==> src/rtl/sdram_axi_pkg.sv <==
`default_nettype none
// ============================================================================
// sdram_axi_pkg : shared state encodings, defaults and test pattern.
// Revision 1.0
// ============================================================================
package sdram_axi_pkg;

   localparam int DEF_ADDR_WIDTH     = 25;
   localparam int DEF_DATA_WIDTH     = 16;
   localparam int DEF_TIMEOUT_CYCLES = 65535;

   localparam int STATE_W = 3;
   localparam logic [STATE_W-1:0] ST_IDLE    = 3'd0;
   localparam logic [STATE_W-1:0] ST_WR_REQ  = 3'd1;
   localparam logic [STATE_W-1:0] ST_RD_REQ  = 3'd2;
   localparam logic [STATE_W-1:0] ST_RD_WAIT = 3'd3;
   localparam logic [STATE_W-1:0] ST_DONE    = 3'd4;

   // Callers truncate the result to their data width.
   function automatic logic [31:0] pattern_word(input logic [31:0] idx,
                                                input logic [31:0] seed);
      return idx ^ seed;
   endfunction

endpackage
`default_nettype wire

==> src/rtl/sdram_tester_watchdog.sv <==
`default_nettype none
// ============================================================================
// sdram_tester_watchdog : per-handshake wait counter with expiry flag.
// Revision 1.0
// ============================================================================
module sdram_tester_watchdog #(
   parameter int LIMIT = 65535
) (
   input  logic clk,
   input  logic reset_n,
   input  logic load,
   input  logic count_en,
   output logic expired
);
   localparam int CNT_W = $clog2(LIMIT + 1);
   localparam logic [CNT_W-1:0] C_LAST = CNT_W'(LIMIT - 1);

   logic [CNT_W-1:0] r_count;

   always_ff @(posedge clk or negedge reset_n) begin
      if (!reset_n)
         r_count <= '0;
      else if (load)
         r_count <= '0;
      else if (count_en)
         r_count <= r_count + CNT_W'(1);
   end

   // Fires on the LIMIT-th consecutive waiting cycle.
   assign expired = count_en && !load && (r_count == C_LAST);

endmodule
`default_nettype wire

==> src/rtl/sdram_axi_tester.sv <==
`default_nettype none
// ============================================================================
// sdram_axi_tester : write-then-read-back memory test master (AW/W/AR/R).
// Revision 1.0
// ============================================================================
module sdram_axi_tester
   import sdram_axi_pkg::*;
#(
   parameter int ADDR_WIDTH     = DEF_ADDR_WIDTH,
   parameter int DATA_WIDTH     = DEF_DATA_WIDTH,
   parameter int TEST_WORDS     = 1024,
   parameter int ADDR_STRIDE    = 1,
   parameter int TIMEOUT_CYCLES = DEF_TIMEOUT_CYCLES
) (
   input  logic                  clk,
   input  logic                  reset_n,
   input  logic                  start,
   input  logic [ADDR_WIDTH-1:0] base_addr,
   input  logic [DATA_WIDTH-1:0] seed,
   output logic                  busy,
   output logic                  done,
   output logic                  pass,
   output logic                  timeout,
   output logic [15:0]           err_count,
   output logic [ADDR_WIDTH-1:0] first_err_addr,
   output logic [DATA_WIDTH-1:0] first_err_rdata,
   output logic [ADDR_WIDTH-1:0] m_axi_awaddr,
   output logic                  m_axi_awvalid,
   input  logic                  m_axi_awready,
   output logic [DATA_WIDTH-1:0] m_axi_wdata,
   output logic                  m_axi_wvalid,
   input  logic                  m_axi_wready,
   output logic [ADDR_WIDTH-1:0] m_axi_araddr,
   output logic                  m_axi_arvalid,
   input  logic                  m_axi_arready,
   input  logic [DATA_WIDTH-1:0] m_axi_rdata,
   input  logic                  m_axi_rvalid,
   output logic                  m_axi_rready
);
   localparam int IDX_W = $clog2(TEST_WORDS + 1);
   localparam logic [IDX_W-1:0]      C_WORDS  = IDX_W'(TEST_WORDS);
   localparam logic [IDX_W-1:0]      C_LAST   = IDX_W'(TEST_WORDS - 1);
   localparam logic [ADDR_WIDTH-1:0] C_STRIDE = ADDR_WIDTH'(ADDR_STRIDE);

   logic [STATE_W-1:0]    r_state, w_next_state;
   logic                  r_gap;
   logic [IDX_W-1:0]      r_idx;
   logic [ADDR_WIDTH-1:0] r_addr, r_base;
   logic [DATA_WIDTH-1:0] r_seed, w_expect;
   logic                  r_done, r_pass, r_timeout;
   logic [15:0]           r_err_count;
   logic [ADDR_WIDTH-1:0] r_first_addr;
   logic [DATA_WIDTH-1:0] r_first_rdata;
   logic                  w_wr_hs, w_ar_hs, w_r_hs, w_expired;

   assign w_expect = DATA_WIDTH'(pattern_word(32'(r_idx), 32'(r_seed)));
   assign w_wr_hs  = m_axi_awvalid & m_axi_awready & m_axi_wvalid & m_axi_wready;
   assign w_ar_hs  = m_axi_arvalid & m_axi_arready;
   assign w_r_hs   = m_axi_rvalid & m_axi_rready;

   sdram_tester_watchdog #(
      .LIMIT    (TIMEOUT_CYCLES)
   ) u_watchdog (
      .clk      (clk),
      .reset_n  (reset_n),
      .load     (w_wr_hs | w_ar_hs | w_r_hs),
      .count_en (m_axi_awvalid | m_axi_arvalid | m_axi_rready),
      .expired  (w_expired)
   );

   always_ff @(posedge clk or negedge reset_n) begin
      if (!reset_n)
         r_state <= ST_IDLE;
      else
         r_state <= w_next_state;
   end

   always_comb begin
      w_next_state = r_state;
      case (r_state)
         ST_IDLE:    if (start) w_next_state = ST_WR_REQ;
         ST_WR_REQ: begin
            if (r_gap) begin
               if (r_idx == C_WORDS) w_next_state = ST_RD_REQ;
            end else if (w_expired) begin
               w_next_state = ST_DONE;
            end
         end
         ST_RD_REQ: begin
            if (w_ar_hs)        w_next_state = ST_RD_WAIT;
            else if (w_expired) w_next_state = ST_DONE;
         end
         ST_RD_WAIT: begin
            if (w_r_hs)         w_next_state = (r_idx == C_LAST) ? ST_DONE : ST_RD_REQ;
            else if (w_expired) w_next_state = ST_DONE;
         end
         ST_DONE:    w_next_state = ST_IDLE;
         default:    w_next_state = ST_IDLE;
      endcase
   end

   // Valids derive from registered state only; r_gap forces the idle cycle between write beats.
   always_comb begin
      m_axi_awvalid = 1'b0;
      m_axi_wvalid  = 1'b0;
      m_axi_arvalid = 1'b0;
      m_axi_rready  = 1'b0;
      busy          = 1'b0;
      case (r_state)
         ST_WR_REQ: begin
            m_axi_awvalid = !r_gap;
            m_axi_wvalid  = !r_gap;
            busy          = 1'b1;
         end
         ST_RD_REQ: begin
            m_axi_arvalid = 1'b1;
            busy          = 1'b1;
         end
         ST_RD_WAIT: begin
            m_axi_rready = 1'b1;
            busy         = 1'b1;
         end
         default: ;
      endcase
   end

   always_ff @(posedge clk or negedge reset_n) begin
      if (!reset_n) begin
         r_gap         <= 1'b0;
         r_idx         <= '0;
         r_addr        <= '0;
         r_base        <= '0;
         r_seed        <= '0;
         r_done        <= 1'b0;
         r_pass        <= 1'b0;
         r_timeout     <= 1'b0;
         r_err_count   <= '0;
         r_first_addr  <= '0;
         r_first_rdata <= '0;
      end else begin
         r_gap <= w_wr_hs;
         if (w_expired) r_timeout <= 1'b1;
         case (r_state)
            ST_IDLE: begin
               if (start) begin
                  r_done        <= 1'b0;
                  r_pass        <= 1'b0;
                  r_timeout     <= 1'b0;
                  r_err_count   <= '0;
                  r_first_addr  <= '0;
                  r_first_rdata <= '0;
                  r_base        <= base_addr;
                  r_seed        <= seed;
                  r_addr        <= base_addr;
                  r_idx         <= '0;
               end
            end
            ST_WR_REQ: begin
               if (w_wr_hs) begin
                  r_idx  <= r_idx + IDX_W'(1);
                  r_addr <= r_addr + C_STRIDE;
               end else if (r_gap && (r_idx == C_WORDS)) begin
                  r_idx  <= '0;
                  r_addr <= r_base;
               end
            end
            ST_RD_WAIT: begin
               if (w_r_hs) begin
                  if (m_axi_rdata != w_expect) begin
                     if (r_err_count == 16'd0) begin
                        r_first_addr  <= r_addr;
                        r_first_rdata <= m_axi_rdata;
                     end
                     if (r_err_count != 16'hFFFF) r_err_count <= r_err_count + 16'd1;
                  end
                  r_idx  <= r_idx + IDX_W'(1);
                  r_addr <= r_addr + C_STRIDE;
               end
            end
            ST_DONE: begin
               r_done <= 1'b1;
               r_pass <= (r_err_count == 16'd0) && !r_timeout;
            end
            default: ;
         endcase
      end
   end

   assign done            = r_done;
   assign pass            = r_pass;
   assign timeout         = r_timeout;
   assign err_count       = r_err_count;
   assign first_err_addr  = r_first_addr;
   assign first_err_rdata = r_first_rdata;
   assign m_axi_awaddr    = r_addr;
   assign m_axi_araddr    = r_addr;
   assign m_axi_wdata     = w_expect;

endmodule
`default_nettype wire

==> config.mk <==
export PLATFORM = sky130hd
export DESIGN_NAME = sdram_axi_tester
export DESIGN_NICKNAME = d
export VERILOG_FILES = /design/src/rtl/sdram_axi_pkg.sv /design/src/rtl/sdram_tester_watchdog.sv /design/src/rtl/sdram_axi_tester.sv
export SDC_FILE = /design/constraint.sdc
export NUM_CORES = 1
export LEC_CHECK = 0
export CAP_MARGIN = 20
export CORE_MARGIN = 2
export CORE_UTILIZATION = 45
export DETAILED_ROUTE_END_ITERATION = 8
export PLACE_DENSITY = 0.74
export SYNTH_ARGS = -nofsm -noshare
export SYNTH_HDL_FRONTEND = slang
export SYNTH_SLANG_ARGS = --single-unit
==> constraint.sdc <==
create_clock -name clk -period 3.36 [get_ports clk]
set_clock_uncertainty 0.2 [all_clocks]
set_input_delay 0.672 -clock clk [delete_from_list [all_inputs] [get_ports clk]]
set_output_delay 0.672 -clock clk [all_outputs]
set_load 0.01 [all_outputs]
# Yosys cells after proc, flatten, opt, wreduce, memory -nomap -nowiden
# Cells that the tools add are included.
[word_totals]
regBits = 157
wordCells = 107
[op_classes]
n_eq_ne = 16
n_bitwise = 10
reduce_logical = 20
muxes = 44
addsub = 4
[op_table]
columns = ["cell", "n"]
rows = [
  ["25-bit two-way mux", 8],
  ["16-bit two-way mux", 9],
  ["25-bit one-hot mux with 3 select lines", 1],
  ["16-bit one-hot mux with 2 select lines", 2],
  ["25-bit one-hot mux with 2 select lines", 1],
  ["11-bit two-way mux", 4],
  ["11-bit one-hot mux with 3 select lines", 1],
  ["16-bit by 1-bit adder with 16-bit output (second input constant)", 2],
  ["25-bit by 1-bit adder with 25-bit output (second input constant)", 1],
  ["3-bit two-way mux", 7],
  ["16-bit equality test (second input constant)", 1],
  ["16-bit logical NOT", 1],
  ["16-bit != test", 1],
  ["16-bit != test (second input constant)", 1],
  ["11-bit by 16-bit bitwise XOR with 16-bit output", 1],
  ["3-bit one-hot mux with 4 select lines", 1],
  ["11-bit by 1-bit adder with 11-bit output (second input constant)", 1],
  ["11-bit by 10-bit equality test with 1-bit output (second input constant)", 1],
  ["11-bit equality test (second input constant)", 1],
  ["2-bit != test (second input constant)", 5],
  ["5-bit AND reduction", 2],
  ["1-bit two-way mux", 8],
  ["3-bit by 2-bit equality test with 1-bit output (second input constant)", 2],
  ["3-bit != test (second input constant)", 2],
  ["other kinds (13)", 30],
]

# Depth between registers and ports, before layout
[depth]
ltp_word = 13
ltp_mapped = 10
depth_no_buf = 8

# Modules after synthesis
# Synthesis repeated with hierarchy kept, for this count alone.
[unflattened]
cells_unflattened = 846
area_unflattened_um2 = 9137.5
[by_module_without_submodules]
columns = ["mod", "n_inst", "cells_each", "seq_area_each_um2", "area_per_inst_um2"]
rows = [
  ["sdram_axi_tester", 1, 756, 3528.4, 8320.5],
  ["sdram_tester_watchdog", 1, 90, 400.4, 817.0],
]

# Worst setup path before layout
# Ideal clock, no wire load.
[synth_path]
path_type = "input-to-reg"
startpoint = "in m_axi_rdata[1]"
endpoint = "reg r_err_count[0], in the netlist err_count[0]"
setup_ps = 125
path_buffers = 1
arrival_time_ps = 2381
required_time_ps = 3035
path_stages = 7
path_slack_ps = 654
cell_sequence = "xnor3_1 -> nand4_1 -> or4_4 -> nor4b_4 -> buf_4 -> nand3b_1 -> mux2_2"
[synth_between]
elab_chain_cells = 3
[synth_rtl]
columns = ["element", "line", "text"]
rows = [
  ["start: declaration", "sdram_axi_tester.sv:36", "input logic [DATA_WIDTH-1:0] m_axi_rdata,"],
  ["16-bit != test", "sdram_axi_tester.sv:169", "if (m_axi_rdata != w_expect) begin"],
  ["2-bit != test (no source line)", "n/a", ""],
  ["5-bit AND reduction (no source line)", "n/a", ""],
  ["end signal: assignment", "sdram_axi_tester.sv:174", "if (r_err_count != 16'hFFFF) r_err_count <= r_err_count + 16'd1;"],
  ["end: declaration", "sdram_axi_tester.sv:51", "logic [15:0] r_err_count;"],
]
# No other way between the ends.
# A chain may end at the register's enable or synchronous reset.

# Worst setup path in the final report
[layout_path]
startpoint = "reg r_state[1]"
endpoint = "out m_axi_awvalid"
[layout_between]
elab_chain_cells = 2
[layout_rtl]
columns = ["element", "line", "text"]
rows = [
  ["start: declaration", "sdram_axi_tester.sv:45", "logic [STATE_W-1:0] r_state, w_next_state;"],
  ["start signal: assignment", "sdram_axi_tester.sv:75", "r_state <= w_next_state;"],
  ["3-bit by 1-bit equality test with 1-bit output", "sdram_axi_tester.sv:109", "case (r_state)"],
  ["1-bit two-way mux", "sdram_axi_tester.sv:109", ""],
  ["end: declaration", "sdram_axi_tester.sv:28", "output logic m_axi_awvalid,"],
]
# No other way between the ends.

==> flow_summary.yaml <==
clock_tree:
  cts_max_path_buffers: 2
  cts_sinks: 157
  post_cts_resized: 0
  post_cts_buffers: 0
  cts_made_buffers: 17
  hold_buffers: 0
  clock_latency_ns: 0.43
  cts_max_level: 4
  clk_pin_slew_ns: 0.06
  root_buffer: "clkbuf_16"
  tritoncts: "built"
min_path:
  hold_class: "input pin to asynchronous set/reset pin"
sta:
  rsz0062_at_grt: "false"
  hold_violations: 0
  setup_tns_ns: 0
  setup_violations: 0
  period_share_pct: 90.63
  max_freq_mhz: 328.4
  period_minus_slack_ns: 3.045
  maxSlewViolCount: 0
  worst_pin_slew_ns: 0.6568
  relSlewSlack_pct: 56.21
finish:
  fin_cells: 1269
  fin_nets: 1099
  syn2layout_area_growth_pct: 32.98
  drive_gt1_share_pct: 7.308
  diodes: 0
  multi_input_area_um2: 3655
  fillers: 1481
  regArea_um2: 3929
grt:
  grt_pass1_vias: 6794
  overflow: 0
  grt_pass1_wl_mm: 35.47
  grt_use_total_pct: 22.60
  antenna_found_initial: 1
  grt_max_degree: 72
floorplan:
  die_y_um: 138.1
  die_w_um: 138.1
  io_pins: 195
  dieArea_um2: 19070
  start_util_pct: 45.52
  coreArea_um2: 17780
  rows: 49
logic_synthesis:
  ys_ff_latch: 157
  yosysUniqueCellTypes: 57
  yosys_warnings: 0
  synthFlopType: "dfrtp_1"
  syn_area_um2: 8093
  ys_seq_area_share_pct: 48.55
  syn_nets: 934
  synth_edf_count: 0
  netlist_instances: 863
  async_flop_share_pct: 100.0
  syn_avg_cell_area_um2: 9.377
power_and_ir_drop:
  p_comb_share_pct: 44.8
  p_sw_mw: 3.474
  leakage_nw: 4.733
  vdd_drop_max_mv: 0.5406
  power_density_nw_per_um2: 863.2
  seq_power_share_pct: 34.6
  power_frac_clock_pct: 20.7
  p_sw_share_pct: 37.40
  internal_power_mw: 5.815
critical_path:
  endpoint_kind: "primary output"
  rrSetupSlack_ns: 0.53
  crit_type: "flip-flop to primary output"
  start_kind: "flip-flop"
  worstPathRequired_ns: 2.49
  reg2reg_depth: 8
  arrival_ns: 2.17
  path_max_fanout: 10
route:
  viasPerCell: 5.577
  initialDrtViolationCount: 558
  drc_errors: 0
  drt_wl_total_mm: 21.68
  vias: 7077
  routedWlPerCell_um: 17.08
  drt-pass1-iter-count: 5
  ant_nets: 0
placed_design:
  gp_congestion: 0.8482
  port_buffers: 194
  dp.cells: 1238
  dp_hpwl_mm: 15.27
outcome:
  status: "finished, final reports clean"
flow_run:
  cap_violations: 0
## state kept, by name, indices dropped and copies added, names as in the netlist
name / count
r_state: 3
m_axi_araddr: 25
done: 1
first_err_rdata: 16
r_idx: 11
pass: 1
r_base: 25
r_gap: 1
r_seed: 16
first_err_addr: 25
timeout: 1
u_watchdog.r_count: 16
err_count: 16
## power groups by stage
stage / combinational (mW) / sequential (mW) / clock (mW)
4_1_cts: 4.20 / 3.21 / 1.95
2_1_floorplan: 2.29 / 3.21 / 0
3_5_place_dp: 4.18 / 3.23 / 0
6_report: 4.16 / 3.21 / 1.92
5_1_grt: 4.52 / 3.32 / 2.03
3_3_place_gp: 4.10 / 3.21 / 0
## worst paths after layout
kind,endpoint,from
min reg2reg,r_base[1],r_base[1]
max reg2reg,err_count[2],r_idx[4]
max,m_axi_awvalid,r_state[1]
min,first_err_addr[5],reset_n
min in group clk,r_base[1],r_base[1]
max in group asynchronous,u_watchdog.r_count[11],reset_n
## per-layer routing
metal  global-route usage [%]  share of wire, %  vias to the layer above
li1                         -                 -                     3406
met1                    31.89                47                     3410
met2                    34.89                45                      223
met3                    4.780               5.4                       36
met4                    7.841               2.0                        2
met5                        0             0.074                        -
## Yosys cell counts (all sizes together) (3+ instances only)
cell type | instances | area, um2
nor3 | 18 | 90.09
nor4 | 9 | 56.30
nor2 | 47 | 176.4
a222oi | 3 | 30.03
a31oi | 14 | 87.58
or2 | 4 | 25.02
and4 | 4 | 35.03
and3 | 12 | 75.07
and2 | 4 | 25.02
a22o | 46 | 402.9
a21oi | 29 | 145.1
xnor2 | 8 | 70.07
dfrtp | 157 | 3929
mux2i | 5 | 50.05
a22oi | 5 | 37.54
nand2b | 6 | 37.54
nand3b | 6 | 45.04
nor4b | 6 | 67.56
buf | 45 | 327.8
clkbuf | 38 | 143.9
o31ai | 5 | 37.54
ha | 7 | 87.58
or4 | 4 | 33.78
a221oi | 16 | 140.1
o2bb2ai | 4 | 35.03
xor2 | 27 | 236.5
o21ai | 73 | 365.4
nand2 | 158 | 593.1
nor2b | 3 | 18.77
inv | 13 | 48.80
xnor3 | 4 | 90.09
nand3 | 27 | 135.1
nand4 | 18 | 112.6
or3 | 15 | 93.84
## layout by cell type (no fill, tap or decap), types with 15 or more instances in the layout
master / n
dfrtp_1: 157
clkdlybuf4s50_1: 193
nor2_1: 47
a22o_1: 46
a221oi_1: 16
nand3_1: 27
a21oi_1: 29
or3_1: 15
buf_4: 31
clkbuf_16: 17
o21ai_0: 72
nor3_1: 17
nand4_1: 18
xor2_1: 27
nand2_1: 158
## area by class of cell
cell class / count / share of cell area (%)
tap: 229 / 2.662
clock inverter: 9 / 1.046
multi-input combinational: 610 / 33.96
inverter: 13 / 0.4534
timing repair buffer: 229 / 20.96
sequential: 157 / 36.51
clock buffer: 22 / 4.406
## worst max-delay path, cell delays in order (launching register included)
cell             delay [ns]
dfrtp_1                0.44
buf_4                  0.20
nor4b_1                0.31
buf_4                  0.22
clkdlybuf4s50_1        0.57
## through the flow
step	setup WS [ns]	cell area (um2)	hold WS [ns]	total power, mW	utilization, %
after floorplan	0.6542	8093	0.1764	5.504	-
after global placement	0.06481	10170	0.2566	7.314	57.23
after detailed placement	0.007459	10170	0.2629	7.411	57.23
after CTS	0.2940	10760	0.07961	9.353	60.53
after global routing	0.2170	10760	0.1051	9.868	60.53
final	0.3150	10760	0.05002	9.289	60.53
## cell families (layout without fill, tap and decap cells)
kind of cell    count (synthesis)  in the layout  synth area share [%]
buf+inv                        96            273                 6.432
flops                         157            157                 48.55
mux                             7              7                0.8967
fa+ha+maj                       7              7                 1.082
xor+xnor                       39             39                 4.901
simple gates                  347            347                 20.69
compound gates                210            210                 17.46
(Power assumes the default switching activity.)
